$ cat config.mk
export PLATFORM = sky130hd
export DESIGN_NAME = jiajian_disp_flat
export DESIGN_NICKNAME = d
export VERILOG_FILES = /design/src/rtl/jiajian_pkg.sv /design/src/rtl/jiajian_disp_if.sv /design/src/rtl/jiajian_disp_seg7_dec.sv /design/src/rtl/jiajian_disp.sv /design/src/flat_wrapper.sv
export SDC_FILE = /design/constraint.sdc
export NUM_CORES = 1
export LEC_CHECK = 0
export ABC_AREA = 1
export CAP_MARGIN = 20
export CORE_MARGIN = 2
export CORE_UTILIZATION = 45
export DETAILED_ROUTE_END_ITERATION = 10
export DONT_BUFFER_PORTS = 1
export PLACE_DENSITY = 0.7
export SLEW_MARGIN = 20
export SYNTH_ARGS = -nofsm -noshare
export SYNTH_HDL_FRONTEND = slang
export SYNTH_SLANG_ARGS = --single-unit
$ cat constraint.sdc
create_clock -name clk -period 1.8 [get_ports clk]
set_input_delay 0.18 -clock clk [delete_from_list [all_inputs] [get_ports clk]]
set_output_delay 0.18 -clock clk [all_outputs]
set_load 0.005 [all_outputs]
$ cat src/rtl/jiajian_pkg.sv
// Shared types and constants for the add/sub result display driver.
package jiajian_pkg;

   typedef enum logic [1:0] {
      ST_IDLE  = 2'd0,
      ST_SHIFT = 2'd1,
      ST_DONE  = 2'd2
   } state_e;

   localparam logic [1:0] SL_ADD = 2'b00;
   localparam logic [1:0] SL_SUB = 2'b11;

   localparam int         NSHIFT   = 7;
   localparam logic [2:0] CNT_LAST = 3'(NSHIFT - 1);

   localparam logic [6:0] SEG_BLANK = 7'b0000000;
   localparam logic [6:0] SEG_MINUS = 7'b1000000;
   localparam logic [6:0] SEG_E     = 7'b1111001;

   // Index n holds the g..a pattern for digit n.
   localparam logic [9:0][6:0] SEG_DIGIT = {
      7'b1101111, 7'b1111111, 7'b0000111, 7'b1111101, 7'b1101101,
      7'b1100110, 7'b1001111, 7'b1011011, 7'b0000110, 7'b0111111
   };

   function automatic logic [3:0] add3(input logic [3:0] d);
      return (d >= 4'd5) ? d + 4'd3 : d;
   endfunction

endpackage

$ cat src/rtl/jiajian_disp_if.sv
// Result bus between the add/sub unit and the display driver.
interface jiajian_disp_if;
   logic [6:0] c;
   logic [1:0] sl;
   logic       start;
   logic       busy;
   logic       done;
   logic       neg;
   logic       err;
   logic [3:0] bcd_h;
   logic [3:0] bcd_t;
   logic [3:0] bcd_o;
   logic [6:0] seg_s;
   logic [6:0] seg_h;
   logic [6:0] seg_t;
   logic [6:0] seg_o;

   modport master (
      output c, sl, start,
      input  busy, done, neg, err,
      input  bcd_h, bcd_t, bcd_o,
      input  seg_s, seg_h, seg_t, seg_o
   );

   modport slave (
      input  c, sl, start,
      output busy, done, neg, err,
      output bcd_h, bcd_t, bcd_o,
      output seg_s, seg_h, seg_t, seg_o
   );
endinterface

$ cat src/rtl/jiajian_disp_seg7_dec.sv
// BCD digit to seven-segment pattern, with forced blanking.
module seg7_dec
   import jiajian_pkg::*;
(
   input  logic [3:0] bcd_i,
   input  logic       blank_i,
   output logic [6:0] seg_o
);

   always_comb begin
      seg_o = SEG_BLANK;
      if (!blank_i && bcd_i <= 4'd9) begin
         seg_o = SEG_DIGIT[bcd_i];
      end
   end

endmodule

$ cat src/rtl/jiajian_disp.sv
// Captures the adder result, converts it to sign + 3 BCD digits
// with a sequential double-dabble and drives static 7-seg patterns.
module jiajian_disp
   import jiajian_pkg::*;
(
   input  logic           clk,
   input  logic           rst_n,
   jiajian_disp_if.slave  bus
);

   state_e      state_q, state_d;
   logic [18:0] sr_q, sr_d;
   logic [2:0]  cnt_q, cnt_d;
   logic        neg_q, neg_d;
   logic        err_q, err_d;

   logic        done_q, done_d;
   logic        nego_q, nego_d;
   logic        erro_q, erro_d;
   logic [3:0]  bh_q, bh_d;
   logic [3:0]  bt_q, bt_d;
   logic [3:0]  bo_q, bo_d;
   logic [6:0]  ss_q, ss_d;
   logic [6:0]  sh_q, sh_d;
   logic [6:0]  st_q, st_d;
   logic [6:0]  so_q, so_d;

   logic [6:0]  mag;
   logic        cap_neg;
   logic        cap_err;
   logic [18:0] adj;
   logic [3:0]  dig_h, dig_t, dig_o;
   logic [6:0]  seg_h_w, seg_t_w, seg_o_w;

   always_comb begin
      mag     = '0;
      cap_neg = 1'b0;
      cap_err = 1'b0;
      case (bus.sl)
         SL_ADD: mag = bus.c;
         SL_SUB: begin
            if (bus.c[6]) begin
               mag     = 7'(-bus.c);
               cap_neg = 1'b1;
            end else begin
               mag = bus.c;
            end
         end
         default: cap_err = 1'b1;
      endcase
   end

   assign adj = {add3(sr_q[18:15]),
                 add3(sr_q[14:11]),
                 add3(sr_q[10:7]),
                 sr_q[6:0]};

   assign dig_h = sr_q[18:15];
   assign dig_t = sr_q[14:11];
   assign dig_o = sr_q[10:7];

   // Tens are blanked only when hundreds are blank too.
   seg7_dec u_seg_h (
      .bcd_i   (dig_h),
      .blank_i (err_q || dig_h == 4'd0),
      .seg_o   (seg_h_w)
   );

   seg7_dec u_seg_t (
      .bcd_i   (dig_t),
      .blank_i (err_q || (dig_h == 4'd0 && dig_t == 4'd0)),
      .seg_o   (seg_t_w)
   );

   seg7_dec u_seg_o (
      .bcd_i   (dig_o),
      .blank_i (err_q),
      .seg_o   (seg_o_w)
   );

   always_comb begin
      state_d = state_q;
      sr_d    = sr_q;
      cnt_d   = cnt_q;
      neg_d   = neg_q;
      err_d   = err_q;
      done_d  = 1'b0;
      nego_d  = nego_q;
      erro_d  = erro_q;
      bh_d    = bh_q;
      bt_d    = bt_q;
      bo_d    = bo_q;
      ss_d    = ss_q;
      sh_d    = sh_q;
      st_d    = st_q;
      so_d    = so_q;
      case (state_q)
         ST_IDLE: begin
            if (bus.start) begin
               neg_d   = cap_neg;
               err_d   = cap_err;
               sr_d    = {12'd0, mag};
               cnt_d   = '0;
               state_d = ST_SHIFT;
            end
         end
         ST_SHIFT: begin
            sr_d  = {adj[17:0], 1'b0};
            cnt_d = cnt_q + 3'd1;
            if (cnt_q == CNT_LAST) begin
               state_d = ST_DONE;
            end
         end
         ST_DONE: begin
            done_d  = 1'b1;
            nego_d  = neg_q && !err_q;
            erro_d  = err_q;
            bh_d    = err_q ? 4'd0 : dig_h;
            bt_d    = err_q ? 4'd0 : dig_t;
            bo_d    = err_q ? 4'd0 : dig_o;
            sh_d    = seg_h_w;
            st_d    = seg_t_w;
            so_d    = seg_o_w;
            if (err_q) begin
               ss_d = SEG_E;
            end else if (neg_q) begin
               ss_d = SEG_MINUS;
            end else begin
               ss_d = SEG_BLANK;
            end
            state_d = ST_IDLE;
         end
         default: state_d = ST_IDLE;
      endcase
   end

   always_ff @(posedge clk or negedge rst_n) begin
      if (!rst_n) begin
         state_q <= ST_IDLE;
         sr_q    <= '0;
         cnt_q   <= '0;
         neg_q   <= 1'b0;
         err_q   <= 1'b0;
         done_q  <= 1'b0;
         nego_q  <= 1'b0;
         erro_q  <= 1'b0;
         bh_q    <= '0;
         bt_q    <= '0;
         bo_q    <= '0;
         ss_q    <= SEG_BLANK;
         sh_q    <= SEG_BLANK;
         st_q    <= SEG_BLANK;
         so_q    <= SEG_BLANK;
      end else begin
         state_q <= state_d;
         sr_q    <= sr_d;
         cnt_q   <= cnt_d;
         neg_q   <= neg_d;
         err_q   <= err_d;
         done_q  <= done_d;
         nego_q  <= nego_d;
         erro_q  <= erro_d;
         bh_q    <= bh_d;
         bt_q    <= bt_d;
         bo_q    <= bo_d;
         ss_q    <= ss_d;
         sh_q    <= sh_d;
         st_q    <= st_d;
         so_q    <= so_d;
      end
   end

   assign bus.busy  = (state_q != ST_IDLE);
   assign bus.done  = done_q;
   assign bus.neg   = nego_q;
   assign bus.err   = erro_q;
   assign bus.bcd_h = bh_q;
   assign bus.bcd_t = bt_q;
   assign bus.bcd_o = bo_q;
   assign bus.seg_s = ss_q;
   assign bus.seg_h = sh_q;
   assign bus.seg_t = st_q;
   assign bus.seg_o = so_q;

endmodule

$ cat src/flat_wrapper.sv
// flat-port wrapper written by rule: the top's interface ports become plain ports
module jiajian_disp_flat import jiajian_pkg::*;
  (clk, rst_n, bus_c, bus_sl, bus_start, bus_busy, bus_done, bus_neg, bus_err, bus_bcd_h, bus_bcd_t, bus_bcd_o, bus_seg_s, bus_seg_h, bus_seg_t, bus_seg_o);
  jiajian_disp_if bus_i ();
  input  logic clk;
  input  logic rst_n;
  input wire logic [$bits(bus_i.c)-1:0] bus_c;
  input wire logic [$bits(bus_i.sl)-1:0] bus_sl;
  input wire logic [$bits(bus_i.start)-1:0] bus_start;
  output wire logic [$bits(bus_i.busy)-1:0] bus_busy;
  output wire logic [$bits(bus_i.done)-1:0] bus_done;
  output wire logic [$bits(bus_i.neg)-1:0] bus_neg;
  output wire logic [$bits(bus_i.err)-1:0] bus_err;
  output wire logic [$bits(bus_i.bcd_h)-1:0] bus_bcd_h;
  output wire logic [$bits(bus_i.bcd_t)-1:0] bus_bcd_t;
  output wire logic [$bits(bus_i.bcd_o)-1:0] bus_bcd_o;
  output wire logic [$bits(bus_i.seg_s)-1:0] bus_seg_s;
  output wire logic [$bits(bus_i.seg_h)-1:0] bus_seg_h;
  output wire logic [$bits(bus_i.seg_t)-1:0] bus_seg_t;
  output wire logic [$bits(bus_i.seg_o)-1:0] bus_seg_o;
  assign bus_i.c = bus_c;
  assign bus_i.sl = bus_sl;
  assign bus_i.start = bus_start;
  assign bus_busy = bus_i.busy;
  assign bus_done = bus_i.done;
  assign bus_neg = bus_i.neg;
  assign bus_err = bus_i.err;
  assign bus_bcd_h = bus_i.bcd_h;
  assign bus_bcd_t = bus_i.bcd_t;
  assign bus_bcd_o = bus_i.bcd_o;
  assign bus_seg_s = bus_i.seg_s;
  assign bus_seg_h = bus_i.seg_h;
  assign bus_seg_t = bus_i.seg_t;
  assign bus_seg_o = bus_i.seg_o;
  jiajian_disp u_core (.clk(clk), .rst_n(rst_n), .bus(bus_i));
endmodule
# Word level (Yosys, flattened, before mapping)
# Memory sizes are Yosys's and may differ from the RTL's.
# Cells that the tools add are included.
# W data, S select, Z words.
# totals
rom_bits	336
latchBits	0
wordCells	85
input_bits	12
ff_bits	69
n_memories	3
ram_bits	0
out_inout_bits	44
# op_classes
n_addsub	5
n_mux	27
n_shift	0
mul	0
reduce_logical	20
div	0
order_cmp	9
eq_ne	6
n_bitwise	0
# memory_table
memory	words	word_bits	read_ports	rd_ports_with_merged_regs	write_ports	line	source
(name not given)	16	7	1	0	0	jiajian_disp_seg7_dec.sv:13	seg_o = SEG_DIGIT[bcd_i];
(name not given)	16	7	1	0	0	jiajian_disp_seg7_dec.sv:13	
(name not given)	16	7	1	0	0	jiajian_disp_seg7_dec.sv:13	
# ops
cell	count
$mux W7	9
$pmux W19 S2	1
$mux W4	5
$mux W19	1
$lt A4 B5 Y1 const B	3
$pmux W7 S2	1
$ge A4 B3 Y1 const B	3
$le A4 B4 Y1 const B	3
$add A4 B2 Y4 const B	2
$logic_not A4 Y1	2
$neg A7 Y7	1
$mux W3	2
$pmux W3 S2	1
$reduce_and A2 Y1	3
$logic_and A1 B1 Y1	5
$eq A2 B2 Y1 const B	2
$logic_not A2 Y1	2
$mux W1	4
$mux W2	2
$pmux W2 S2	1
$reduce_bool A2 Y1	2
$add A3 B1 Y3 const B	1
$add A3 B2 Y3 const B	1
$eq A3 B3 Y1 const B	1
other kinds (6)	9

# Depth between registers and ports, before layout
# logic_depth
word_depth	6
mapped_depth	9
mapped_depth_nobuf	9

# Hierarchy
# Synthesis repeated with hierarchy kept, for this count alone.
# unflattened
hier_cells	467
area_unflattened_um2	3669.8
# by_module_without_submodules
mod	cells_per_inst	n_inst	seq_area_each_um2	area_per_inst_um2
jiajian_disp	350	1	1576.5	3009.1
seg7_dec	39	3	0.0	220.2

# Worst setup path before layout
# Ideal clock, no wire load.
# synth_timing
kind	reg2reg
start	reg u_core.sr_q[7]
end	reg u_core.sr_q[8]
t_required_ns	1.675
path_buffers	0
stages_incl_launch_ff	10
arrival_ns	1.261
synth_period_minus_slack_ns	1.386
slack_ns	0.414
setup_ns	0.125
path_cell_list	dfrtp_1 > inv_1 > ha_1 > inv_1 > o21ai_0 > nand2_1 > inv_1 > nand2_1 > nand3_1 > o21ai_1
# synth_between
elab_chain_cells	3
word_cells_on_any_way	4
cone_classes	add/sub: 1; order compare: 1; mux: 2
# synth_lines
element	line	source
from (decl)	jiajian_disp.sv:12	logic [18:0] sr_q, sr_d;
from (signal assigned)	jiajian_disp.sv:156	sr_q <= sr_d;
$add A4 B2 Y4 or $ge A4 B3 Y1 (tied branches)	jiajian_pkg.sv:27	return (d >= 4'd5) ? d + 4'd3 : d;
$mux W4 (*)	jiajian_pkg.sv:27	
$pmux W19 S2 (*)	jiajian_disp.sv:97	case (state_q)
# Mark *: on every way between the ends. The rest lies on a longest branch, timed or not.
# A chain may end at the register's enable or synchronous reset.

# Worst setup path after layout
# layout_timing
start	reg u_core.sr_q[12]
end	reg u_core.st_q[6], in the netlist u_core.bus.seg_t[6]
# layout_between
elab_chain_cells	6
word_cells_on_any_way	9
cone_classes	order compare: 1; mux: 2; reduce/logical: 5; memory: 1
# layout_lines
element	line	source
branches (longest 5 deep; another with $mem_v2 Z16 W7)	n/a	
$mux W7 (*)	jiajian_disp_seg7_dec.sv:12	if (!blank_i && bcd_i <= 4'd9) begin
to (signal assigned)	jiajian_disp.sv:168	st_q <= st_d;
to (decl)	jiajian_disp.sv:25	logic [6:0] st_q, st_d;
# Mark *: on every way between the ends. The select of a mux whose other input is x is not followed.

==> impl_metrics.json <==
{
  "outcome": "finished, final reports clean",
  "core_sq_um": 7290,
  "fin_skew_ps": 9.77,
  "synth.most_common_cell": "nand2_1",
  "period_share_pct": 89.0,
  "synth_top_area_cell": "dfrtp_1",
  "syn_to_final_growth_pct": 8.96,
  "hp-start": "bus_c[6]",
  "via_per_inst": 5.14,
  "grt_use_total_pct": 18.0,
  "yosys.area_share.adder_pct": 8.11,
  "ys_types": 34,
  "cts-buffers-inserted": 9,
  "rows": 31,
  "ir_drop_mv": 0.550,
  "nets": 452,
  "cts.path.max_buffers": 2,
  "fin_crit_ps": 1600,
  "cts_sinks": 63,
  "placed_cell_area_sq_um": 3440,
  "drt-initial-drc-count": 106,
  "yosysWarnings": 0,
  "async_flop_share_pct": 100,
  "synthTopCellsByArea": "dfrtp_1, nand2_1, ha_1",
  "cp-start-kind": "flip-flop",
  "tns_ps": 0,
  "p_int_mw": 3.61,
  "die_h_um": 90.8,
  "startpoint": "u_core.sr_q[12]",
  "synthCells": 415,
  "drtPass1Iterations": 4,
  "seqPwrFrac_pct": 40.7,
  "grt_pass1_vias": 2671,
  "h-tree-depth": 3,
  "ys_seq_elements": 63,
  "crit_type": "reg -> reg",
  "fin_ws_ps": 198,
  "clkPwrFrac_pct": 20.0,
  "portBuffers": 0,
  "synthMuxAreaShare_pct": 0,
  "gp_congestion": 0.908,
  "ant_nets": 0,
  "hpwl_mm": 4.95,
  "swShare_pct": 43.3,
  "clk_latency_ps": 340,
  "ys_seq_area_share_pct": 46.5,
  "cp_max_fo": 7,
  "maxCapViolations": 0,
  "wl_per_cell_um": 13.3,
  "grt_max_degree": 64,
  "synth_area_sq_um": 3390,
  "rsz0062_at_grt": "no",
  "synth.avg_cell_area_sq_um": 8.18,
  "clock-root-buffer": "clkbuf_8",
  "yosys-top-cells-count": "nand2_1, dfrtp_1, inv_1",
  "synth_top_area_share_pct": 46.5,
  "leakagePower_nw": 1.85,
  "synth_top_family_by_area": "simple AND/OR/NAND/NOR gates",
  "clk_pin_slew_worst_paths_ps": 70,
  "grt_pass1_wl_mm": 12.2,
  "end_kind": "flip-flop",
  "switchingPower_mw": 2.76,
  "drc": 0,
  "cts_tree": "built",
  "maxSlewViolCount": 0,
  "vias": 2682,
  "whs_ps": 41.8,
  "routed_wirelength_mm": 6.96,
  "antenna_found_initial": 0,
  "ys.flop_type": "dfrtp_1",
  "start_util_pct": 46.5,
  "place_ws_ps": 169,
  "drive_above_1_share_pct": 9.93,
  "hp-class": "in -> reg",
  "r2r-start": "u_core.sr_q[12]",
  "synthXorXnorAreaFrac_pct": 0.258,
  "synth_compound_area_share_pct": 14.5,
  "die-area_sq_um": 8250,
  "n_antenna_cell": 0,
  "crit_arrival_ps": 1880,
  "powerDensity_nw_per_um2": 1720,
  "grt_overflow": 0,
  "synth-edff-count": 0,
  "p_comb_share_pct": 39.3,
  "required_ps": 2080,
  "fin_area_sq_um": 3700,
  "fmax_mhz": 624,
  "finalSetupViolCount": 0,
  "num_io_pins": 56,
  "die_w_um": 90.8,
  "finalHoldViolations": 0,
  "synth-simple-area-share_pct": 21.8
}
## power groups by stage
stage | clock network, mW | registers (mW) | logic, mW
floorplan | 0 | 2.46 | 2.05
CTS | 1.29 | 2.60 | 2.51
finish | 1.27 | 2.59 | 2.50
detailed placement | 0 | 2.62 | 2.45
global route | 1.36 | 2.68 | 2.91
global placement | 0 | 2.60 | 2.40
## layer usage
| metal | global-route usage [%] | wire (um) | vias up |
|---|---|---|---|
| li1 | - | - | 1346 |
| met2 | 28.5 | 3100 | 76 |
| met4 | 6.82 | 121 | 0 |
| met1 | 23.5 | 3330 | 1246 |
| met3 | 4.92 | 404 | 14 |
| met5 | 0 | 0 | - |
## state kept, by name, summed over array words and instances (netlist names)
signal and count:
u_core.bus.seg_t 7, u_core.bus.seg_o 7, u_core.cnt_q 3, u_core.state_q 2, u_core.bus.seg_h 7, u_core.bus.bcd_o 4
u_core.bus.neg 1, u_core.bus.bcd_h 4, u_core.bus.seg_s 2, u_core.bus.done 1, u_core.sr_q 19, u_core.err_q 1
u_core.bus.bcd_t 4, u_core.neg_q 1
## what timing repair did
| action | 4_1_cts | 5_1_grt |
|---|---|---|
| resized for setup | 0 | 2 |
| hold endpoints to repair | 64 | 0 |
| buffers inserted | 0 | 0 |
| endpoints found under the setup margin | 0 | 10 |
| hold buffers | 3 | 0 |
## kinds of logic (layout without fill, tap and decap cells)
logic type | Yosys count | count (layout)
XOR/XNOR | 1 | 1
other | 1 | 2
adder cells (fa/ha/maj) | 22 | 22
flip-flops | 63 | 63
buffers and inverters | 65 | 72
AND/OR/NAND/NOR | 174 | 174
AO/OA/AOI/OAI | 89 | 89
## placed cells by master, fill, tap and decap left out, types with 2 or more instances in the layout
cell,n
clkbuf_8,11
inv_1,37
conb_1,2
o21ai_1,22
a22oi_1,7
o21ai_0,38
a21oi_1,13
buf_4,4
dfrtp_1,63
nand2_1,127
clkinvlp_4,2
a31oi_1,2
nor2_4,2
dlygate4sd3_1,2
nor2_2,2
nor3_1,3
nand3_1,19
inv_2,11
o211ai_1,2
ha_1,22
nor2_1,14
## per-stage QoR
stage / util, % / total power, mW / std cells
5_1_grt: 50.7 / 6.94 / 522
6_report: 50.7 / 6.36 / 522
2_1_floorplan: - / 4.51 / 416
4_1_cts: 50.7 / 6.40 / 522
3_3_place_gp: 47.2 / 4.99 / 503
3_5_place_dp: 47.2 / 5.07 / 503
## layout make-up
type	count	area, sq um
multi-input cells	288	1520
fillers	698	3590
clock inverters	4	53.8
well taps	99	124
inverters	49	186
repair buffers	7	77.6
clock buffers	12	155
flip-flops and latches	63	1580
## worst max-delay path, stage by stage (launching register included)
cell,delay [ps]
dfrtp_1,430
inv_1,220
ha_1,210
inv_1,70
nand2_1,60
a21oi_1,90
nor3_4,290
nand2_1,110
nand2_1,70
## worst paths after layout
check	end	slack [ps]	cells past startpoint
max	u_core.bus.seg_t[6]	200	8
min	u_core.sr_q[6]	40	2
max reg2reg	u_core.bus.seg_t[6]	200	8
min reg2reg	u_core.sr_q[0]	500	2
max in group asynchronous	u_core.sr_q[13]	1180	2
min in group asynchronous	u_core.bus.done	360	2
No activity file was read; power rests on OpenSTA's default activity.
==> RTL edit 1, RTL diff (config.mk and constraints unchanged) <==
Take the reset off `bt_q` and load it in a clocked block of its own.
--- a/src/rtl/jiajian_disp.sv
+++ b/src/rtl/jiajian_disp.sv
@@ -145,7 +145,6 @@
          nego_q  <= 1'b0;
          erro_q  <= 1'b0;
          bh_q    <= '0;
-         bt_q    <= '0;
          bo_q    <= '0;
          ss_q    <= SEG_BLANK;
          sh_q    <= SEG_BLANK;
@@ -161,13 +160,16 @@
          nego_q  <= nego_d;
          erro_q  <= erro_d;
          bh_q    <= bh_d;
-         bt_q    <= bt_d;
          bo_q    <= bo_d;
          ss_q    <= ss_d;
          sh_q    <= sh_d;
          st_q    <= st_d;
          so_q    <= so_d;
       end
+   end
+
+   always_ff @(posedge clk) begin
+      bt_q <= bt_d;
    end
 
    assign bus.busy  = (state_q != ST_IDLE);
Function: differs if rst_n is asserted again (counterexample within 10 cycles, from zero or initial values and one cycle with rst_n low); with rst_n held inactive, the same outputs for 10 cycles.
==> RTL edit 1 against the original RTL <==
  * Sequential share of layout area increased by 1.3 points
  * Area after synthesis fell by 1.7%
  * Total power down 9.2%
  * Routed wire length decreased by 3.4%
  * Setup slack lost 0.096 ns
  * Hold slack worse by 0.027 ns
  * Sequential cell count did not move
  * Cell area decreased by 1.7%
  * Largest cell class unchanged
  * Largest power group unchanged
==> RTL edit 1: results (changes against the original RTL) <==
.. list-table::
   :header-rows: 1

   * - Metric
     - Value
   * - Total leakage power
     - 1.73 nW (-6.8%)
   * - Reg2Reg Setup Slack
     - 0.10 ns (-0.10 ns)
   * - First-pass GRT wire length
     - 11400 µm (-6.6%)
   * - Via-per-instance ratio
     - 5.16 (+0.49%)
   * - Highest attainable clock frequency
     - 589 MHz (-5.7%)
   * - Fraction of the mapped netlist area in compound gates
     - 15.1% (+0.63 points)
   * - Fraction of synthesized cell area in xor and xnor cells
     - 0.263% (+0.0046 points)
   * - Multi-input gate share of total cell area
     - 41.0% (-0.23 points)
   * - Run status
     - finished, final reports clean
   * - Net count reported at finish
     - 433 (-4.2%)
   * - Multi-input gates
     - 277 (-3.8%)
   * - 1st-iter DRT viols
     - 182 (+72%)
   * - CLK BUF
     - 14 (+2)
   * - Share of post-route cells with drive strength above 1
     - 9.90% (-0.028 points)
   * - Count of different cell masters after synthesis
     - 30 (-12%)
   * - Half-perimeter wire length after placement
     - 4730 µm (-4.3%)
   * - Vias in the first global route
     - 2432 (-8.9%)
   * - End of the worst register-to-register path
     - u_core.sr_q[9]$_DFFE_PN0P_
   * - Worst-case vdd ir drop
     - 472 µV (-14%)
   * - Logic pwr share
     - 37.5% (-1.8 points)
   * - Sequential-to-total area share from yosys stat
     - 47.9% (+1.4 points)
   * - Largest net degree at the start of global routing
     - 60 (-6.3%)
   * - Cell count after synthesis
     - 396 (-4.6%)
   * - Average detailed-routed wire length per instance
     - 13.4 µm (+0.29%)
   * - Area share of buffers outside the clock network
     - 1.65% (-0.45 points)
   * - Fraction of registers with async set/reset
     - 93.7% (-6.3 points)
   * - Clock group power
     - 1.21 mW (-5%)
   * - Length in cells of the worst reg-to-reg path
     - 9 (+1)
   * - Placement Cell Area
     - 3390 µm² (-1.3%)
[RTL edit 1: changes by cell type after synthesis, sizes merged, moves of 4 or more]
cell,unedited run,this run
dfrtp,63,59
nor2,18,24
nand2,129,111
a21oi,13,9
inv,49,43
edfxtp,0,4
[RTL edit 1: timing repair]
| action | in CTS | in global routing |
|---|---|---|
| hold buffers | 2 | 0 |
| buffers inserted | 0 | 0 |
| setup endpoints to repair | 0 | 2 |
| endpoints found under the hold margin | 59 | 0 |
| gates resized for setup | 0 | 1 |
[RTL edit 1: layer usage]
metal | global-route usage [%] | vias up | routed length (µm) | part of all wire [%]
met1 | 23.1 | 1222 | 3260 | 48
met2 | 26.1 | 70 | 3000 | 45
met5 | 0 | - | 0 | 0
li1 | - | 1299 | - | -
met3 | 4.53 | 6 | 383 | 5.7
met4 | 8.85 | 0 | 86 | 1.3
[RTL edit 1: cell families after synthesis]
group,Yosys count
buffers and inverters,57
and+or+nand+nor,164
adders and majority gates,22
DFF,63
xor gates and xnor gates,1
other,1
AOI/OAI and AO/OA,88
==> RTL edit 2, RTL diff (same settings) <==
Without the edit above. Encoding of `state_e`: now one-hot (3 bits for 3 states).
--- a/src/rtl/jiajian_pkg.sv
+++ b/src/rtl/jiajian_pkg.sv
@@ -1,10 +1,10 @@
 // Shared types and constants for the add/sub result display driver.
 package jiajian_pkg;
 
-   typedef enum logic [1:0] {
-      ST_IDLE  = 2'd0,
-      ST_SHIFT = 2'd1,
-      ST_DONE  = 2'd2
+   typedef enum logic [2:0] {
+      ST_IDLE  = 3'b001,
+      ST_SHIFT = 3'b010,
+      ST_DONE  = 3'b100
    } state_e;
 
    localparam logic [1:0] SL_ADD = 2'b00;
Check against the original RTL: same outputs for any inputs over 10 cycles, from zero or initial values and one cycle with rst_n low; not proved beyond that.
==> RTL edit 2 against the original RTL <==
  * Non-clock buffer count increased by 2
  * Sequential cell count is 1 higher
  * Setup slack improved by 0.039 ns
  * Final cell count up 3.3%
  * Critical path type unchanged
  * Sequential share of layout area shrank 0.82 points
  * Critical path depth shrank 2
  * Routed wire length increased by 2.0%
  * Area after synthesis rose by 4.6%
  * Global-route usage increased by 0.25 points
  * Cell area up 3.7%
Power is not compared: it rests on default switching activity, and its combinational part moved more than twofold at a synthesized area within 25%.
==> RTL edit 2: results (changes against the original RTL) <==
.. list-table::
   :header-rows: 1

   * - Metric
     - Value
   * - Largest net degree at the start of global routing
     - 65 (+1.6%)
   * - Signal arrival time at the worst endpoint
     - 1.83 ns (-0.05 ns)
   * - Storage cell area
     - 1600 µm² (+1.7%)
   * - Origin of the worst min-delay path
     - bus_c[0]
   * - Warning count from the yosys run
     - 0 (unchanged)
   * - First-pass GRT wire length
     - 12400 µm (+2.1%)
   * - Clock-pin transition on the worst setup and hold timing paths
     - approximately 0.060 ns
   * - 1st-iter DRT viols
     - 150 (+42%)
   * - Sequential cell count
     - 64 (+1.6%)
   * - Final GP Congestion
     - 0.912 (+0.40%)
   * - Most frequent cells after synthesis
     - sky130_fd_sc_hd__nand2_1, sky130_fd_sc_hd__dfrtp_1, sky130_fd_sc_hd__inv_1
   * - Vias in the first global route
     - 2718 (+1.8%)
   * - CLK BUF
     - 13 (+1)
   * - Multi-input gate share of total cell area
     - 41.8% (+0.57 points)
   * - Multi-input gates
     - 295 (+2.4%)
   * - Leading post-synthesis cells by cell area
     - sky130_fd_sc_hd__dfrtp_1, sky130_fd_sc_hd__nand2_1, sky130_fd_sc_hd__ha_1, sky130_fd_sc_hd__o21ai_0, sky130_fd_sc_hd__inv_1
   * - Half-perimeter wire length after placement
     - 5040 µm (+2.0%)
   * - Via-per-instance ratio
     - 5.03 (-2.0%)
   * - Total leakage power
     - 1.93 nW
   * - Clk cell area share
     - 5.19% (-0.46 points)
   * - Sequential-to-total area share from yosys stat
     - 45.2% (-1.3 points)
   * - Number of inserted filler cells in the final layout
     - 762 (+9.2%)
   * - Signal buffers
     - 9 (+2)
   * - Average detailed-routed wire length per instance
     - 13.2 µm (-1.2%)
   * - Net count reported at finish
     - 466 (+3.1%)
   * - WS Path Type
     - flip-flop to flip-flop
   * - Number of signal-net inverters in the final layout
     - 53 (+8.2%)
   * - R2r startpoint
     - u_core.sr_q[15]$_DFFE_PN0P_
   * - DR pass1 iterations
     - 5 (+1)
   * - Run status
     - finished, final reports clean
   * - Share of post-route cells with drive strength above 1
     - 12.8% (+2.9 points)
   * - Area share of buffers outside the clock network
     - 2.48% (+0.38 points)
   * - Total global-route track usage
     - 18.2% (+0.25 points)
   * - Worst-case clock skew
     - 0.00757 ns (-0.00220 ns)
RTL edit 2: changes by cell type after synthesis, sizes merged, moves of 3 or more:
cell	change
nand2	+10
nor3	-3
a22oi	-7
inv	+4
RTL edit 2: repair_timing:
item,in CTS,in global routing
gates resized for setup,0,4
buffers inserted,0,0
hold endpoints to repair,66,0
hold buffers,4,0
setup endpoints to repair,0,10
RTL edit 2: routing by layer:
metal,routed length (µm),track usage (%),vias to the layer above
met3,401,5.21,8
met1,3310,23.4,1278
li1,-,-,1373
met5,0,0,-
met4,100,8.33,0
met2,3290,28.4,54
RTL edit 2: cells by family (layout without fill, tap and decap cells):
| group | count (synthesis) | after routing | synth area share [%] |
|---|---|---|---|
| and+or+nand+nor | 186 | 186 | 22.9 |
| AOI/OAI and AO/OA | 84 | 84 | 14.0 |
| buffers and inverters | 69 | 78 | 9.83 |
| DFF | 64 | 64 | 45.2 |
| adders and majority gates | 22 | 22 | 7.75 |
| other | 1 | 2 | 0.106 |
| xor gates and xnor gates | 1 | 1 | 0.247 |
RTL edit 2: power by group:
group / total (mW) / internal, mW / switching [mW]
logic: 0.873 / 0.281 / 0.591
clock network: 1.24 / 0.711 / 0.533
registers: 1.89 / 1.69 / 0.204
RTL edit 2: critical path, stage by stage (launching register included):
cell,delay [ns]
sky130_fd_sc_hd__dfrtp_1,0.41
sky130_fd_sc_hd__inv_1,0.21
sky130_fd_sc_hd__ha_1,0.26
sky130_fd_sc_hd__nand2_1,0.13
sky130_fd_sc_hd__o211ai_1,0.13
sky130_fd_sc_hd__nand3_2,0.18
sky130_fd_sc_hd__o21ai_0,0.17
RTL edit 2: final timing paths:
kind                       slack, ns  cells after the start                              end
min reg2reg                     0.50                      2       u_core.sr_q[6]$_DFFE_PN0P_
min in group asynchronous       0.34                      2  u_core.bus.seg_o[1]$_DFFE_PN0P_
max                             0.24                      6  u_core.bus.seg_h[4]$_DFFE_PN0P_
max reg2reg                     0.24                      6  u_core.bus.seg_h[4]$_DFFE_PN0P_
max in group asynchronous       1.15                      2    u_core.state_q[0]$_DFFE_PN1P_
min                             0.02                      2       u_core.sr_q[0]$_DFFE_PN0P_
RTL edit 2: through the flow:
stage | utilization (%) | area [µm²] | instances | power, mW | hold slack (ns)
final | 49.9 | 3830 | 539 | 4.01 | 0.0236
after detailed placement | 46.5 | 3580 | 519 | 2.76 | -0.114
after global routing | 49.9 | 3830 | 539 | 4.29 | 0.0138
after global placement | 46.5 | 3580 | 519 | 2.73 | -0.113
after CTS | 49.9 | 3830 | 539 | 4.05 | 0.00693
after floorplan | - | 3550 | 428 | 2.61 | -0.116
